**src/rtl/mem_rd_responder_pkg.sv**
```systemverilog
// rtl/mem_rd_responder_pkg.sv - shared CPU constants and types for the memory read responder
package mem_rd_responder_pkg;

  // Responder FSM states
  typedef enum logic [1:0] {
    ST_IDLE   = 2'd0,
    ST_ACCESS = 2'd1,
    ST_DONE   = 2'd2
  } state_e;

  localparam int WORD_BYTES = 4;
  localparam int OFFSET_BITS = $clog2(WORD_BYTES);
  localparam logic [1:0] ALIGN_MASK = 2'b00;

  // A byte address is usable only when its in-word offset is zero
  function automatic logic is_aligned(input logic [31:0] addr);
    return addr[OFFSET_BITS-1:0] == ALIGN_MASK;
  endfunction

endpackage

```
**src/rtl/mem_rd_responder.sv**
```systemverilog
// rtl/mem_rd_responder.sv - word memory read responder with fixed wait states and one-cycle result pulse
module mem_rd_responder
  import mem_rd_responder_pkg::*;
#(
  parameter int WAIT_CYCLES = 2
) (
  input  logic        clk,
  input  logic        reset,
  input  logic        rd_req,
  input  logic [31:0] rd_addr,
  output logic        rd_ready,
  output logic        rd_valid,
  output logic [31:0] rd_data,
  output logic        rd_err,
  output logic        mem_en,
  output logic [29:0] mem_addr,
  input  logic [31:0] mem_rdata
);

  localparam logic [1:0] IDLE   = ST_IDLE;
  localparam logic [1:0] ACCESS = ST_ACCESS;
  localparam logic [1:0] DONE   = ST_DONE;
  localparam logic [3:0] WAIT_INIT = 4'(WAIT_CYCLES);

  logic [1:0] state;
  logic [3:0] cnt;
  logic       err_flag;

  // FSM, wait counter, address latch and result capture
  always_ff @(posedge clk or negedge reset) begin
    if (!reset) begin
      state    <= IDLE;
      cnt      <= 4'd0;
      err_flag <= 1'b0;
      rd_err   <= 1'b0;
      rd_data  <= 32'h0;
      mem_addr <= 30'h0;
    end else begin
      case (state)
        IDLE: begin
          rd_err <= 1'b0;
          if (rd_req) begin
            mem_addr <= rd_addr[31:OFFSET_BITS];
            if (!is_aligned(rd_addr)) begin
              // Misaligned: no memory access, report straight away
              err_flag <= 1'b1;
              rd_err   <= 1'b1;
              state    <= DONE;
            end else begin
              err_flag <= 1'b0;
              cnt      <= WAIT_INIT;
              state    <= ACCESS;
            end
          end
        end
        ACCESS: begin
          if (cnt == 4'd0) begin
            rd_data <= mem_rdata;
            rd_err  <= err_flag;
            state   <= DONE;
          end else begin
            cnt <= cnt - 4'd1;
          end
        end
        DONE: begin
          // Result is shown for one cycle only; requests here are ignored
          rd_err <= 1'b0;
          state  <= IDLE;
        end
        default: begin
          rd_err <= 1'b0;
          state  <= IDLE;
        end
      endcase
    end
  end

  // Moore output decode from the state register
  always_comb begin
    rd_ready = (state == IDLE);
    rd_valid = (state == DONE);
    mem_en   = (state == ACCESS);
  end

endmodule

```
**config.mk**
```make
export PLATFORM = sky130hd
export DESIGN_NAME = mem_rd_responder
export DESIGN_NICKNAME = d
export VERILOG_FILES = /design/src/rtl/mem_rd_responder_pkg.sv /design/src/rtl/mem_rd_responder.sv
export SDC_FILE = /design/constraint.sdc
export NUM_CORES = 1
export LEC_CHECK = 0
export CORE_MARGIN = 2
export CORE_UTILIZATION = 44
export CTS_CLUSTER_SIZE = 40
export DETAILED_ROUTE_END_ITERATION = 10
export GPL_TIMING_DRIVEN = 0
export PLACE_DENSITY = 0.9
export SLEW_MARGIN = 20
export SYNTH_ARGS = -nofsm -noshare
export SYNTH_HDL_FRONTEND = slang
export SYNTH_SLANG_ARGS = --single-unit
```
**constraint.sdc**
```tcl
create_clock -name clk -period 3.7 [get_ports clk]
set_input_delay 0.74 -clock clk [delete_from_list [all_inputs] [get_ports clk]]
set_output_delay 0.74 -clock clk [all_outputs]
set_load 0.1 [all_outputs]
```
==> results.cfg <==
[global_routing]
antenna_found_initial = 0
grtUsageTotal_pct = 19.4
grt_pass1_vias = 2302
grt_max_degree = 41
grt-ovfl-total = 0
grt_pass1_wl_um = 10900

[yosys]
synth_cell_types = 29
synth_nets = 302
syn_area_per_cell_um2 = 12.3
ys_ff_latch = 70
synth_area_mm2 = 0.00287
syn_inst = 233
ys_seq_area_share_pct = 61.1
ys.warnings.count = 0

[sta]
grt_setup_unrepaired = false
timing.fmax_mhz = 331
period_minus_slack_ps = 3020
fin_skew_ps = 9.02
slew_headroom_pct = 32.5
report.final.hold_viol_count = 0
setup_viol = 0
worst_slew_pin_slew_ps = 1010
min_period_over_period_pct = 81.6
maxSlewViolCount = 0

[route]
detail-route-antenna-nets = 0
wl_um = 6820
drtIter0Drc = 86
route.detailed.drc = 0
avgRoutedWirePerCell_um = 14.9
drtPass1Iterations = 4
vias_per_cell = 4.85
vias = 2224

[placement]
port_buffers = 132
gp_congestion = 0.783
hpwlAfterDp_um = 5080
dpl.cell_count = 443

[setup_path]
critPathKind = reg2out
rrSetupSlack_ps = 2020
crit_fanout = 6
critPathLaunchType = register
crit_arrival_ps = 2280
cp-end-kind = primary output
required_ps = 2960

[floorplan]
io_pins = 133
dieArea_mm2 = 0.00717
die_w_um = 84.7
die_y_um = 84.7
core_mm2 = 0.00631
placementRows = 29
start_util_pct = 45.4

[job]
maxCapViolations = 0

[clocking]
clk_pin_slew_worst_paths_ps = 70
post_cts_resized = 0
cts_root_buffer = clkbuf_8
cts_tree = done
cts.htree.levels = 3
cts.sinks = 70
clk_latency_ps = 340
post_cts_buffers = 0
cts_buffers = 9
cts_buffer_depth = 2
ctsHoldBuffers = 0

[finish]
diodes = 0
stdcell_count = 459
layout_common_cells = clkdlybuf4s50_1 (131), nand2_1 (90), dfrtp_1 (70), mux2_4 (29), clkbuf_8 (9)
drive_gt1_share_pct = 16.8
layout_commonest_cell = clkdlybuf4s50_1
fin_nets = 446
areaGrowthSynthToFinish_pct = 58.3

[hold_path]
hp-class = in2async

[run_status]
status = completed
==> worst max-delay path: stages, from the launching register on <==
cell and delay [ps]:
dfrtp_1 420, nand2b_1 210, inv_2 150, clkdlybuf4s50_1 1160
==> cell usage after synthesis, drive strengths merged <==
cell type,n,area (um^2)
nor2,4,15.0
a41o,1,10.0
nor2b,1,6.26
nand2b,2,12.5
ha,2,25.0
a21oi,1,5.00
nand2,91,349
mux2i,1,10.0
nor3,1,5.00
o2bb2ai,2,17.5
o21bai,1,7.51
mux2,33,480
buf,9,63.8
a221oi,1,8.76
o21ai,1,5.00
nor3b,3,38.8
xor2,1,8.76
a22o,1,8.76
clkbuf,1,3.75
dfrtp,70,1750
a2bb2oi,1,8.76
or3b,1,8.76
inv,4,15.0
==> sequential cells by signal, indices dropped and copies added (netlist names) <==
register / cells
rd_err: 1
state: 2
cnt: 4
mem_addr: 30
err_flag: 1
rd_data: 32
==> metrics by stage <==
step                setup slack [ps]  util, %  area [um^2]  TNS, ps  hold WS, ps
CTS                              665     71.9         4540        0          316
detailed placement              1070     68.1         4300        0          461
global route                     597     71.9         4540        0          342
global placement                -395     67.8         4280   -27360          458
floorplan                       1200        -         2870        0          444
finish                           680     71.9         4540        0          321
==> final cells by class <==
type	instances	area [um^2]
Buffer	10	67.6
Clock buffer	9	124
Clock inverter	7	113
Fill cell	457	1780
Inverter	4	15.0
Multi-Input combinational cell	149	1030
Sequential cell	70	1750
Tap cell	77	96.3
Timing Repair Buffer	133	1340
==> path summary, 6_finish.rpt <==
kind                                          from                  endpoint  depth (start not counted)
max                           state[1]$_DFFE_PN0P_                    mem_en                          3
min                                          reset  mem_addr[21]$_DFFE_PN0P_                          1
max reg2reg                     cnt[0]$_DFFE_PN0P_    rd_data[4]$_DFFE_PN0P_                          6
min reg2reg                mem_addr[8]$_DFFE_PN0P_   mem_addr[8]$_DFFE_PN0P_                          2
max in group asynchronous                    reset    rd_data[8]$_DFFE_PN0P_                          2
min in group clk           mem_addr[8]$_DFFE_PN0P_   mem_addr[8]$_DFFE_PN0P_                          2
==> logic make-up after synthesis <==
| family | Yosys count | synth area share [%] |
|---|---|---|
| DFF | 70 | 61.1 |
| adders and majority gates | 2 | 0.873 |
| muxes | 34 | 17.1 |
| and+or+nand+nor | 103 | 15.2 |
| buffers and inverters | 14 | 2.88 |
| xor gates and xnor gates | 1 | 0.306 |
| AOI/OAI and AO/OA | 9 | 2.49 |
==> per-layer routing <==
metal  up-vias  track usage, %  part of all wire, %
li1       1041               -                    -
met1      1089            23.3                   40
met2        74            31.9                   51
met3        20            4.92                  5.4
met4         0            10.5                  3.1
met5         -               0                    0
Power is not shown: default switching activity piles up to over one toggle a cycle in this logic, so the estimate is an artifact.
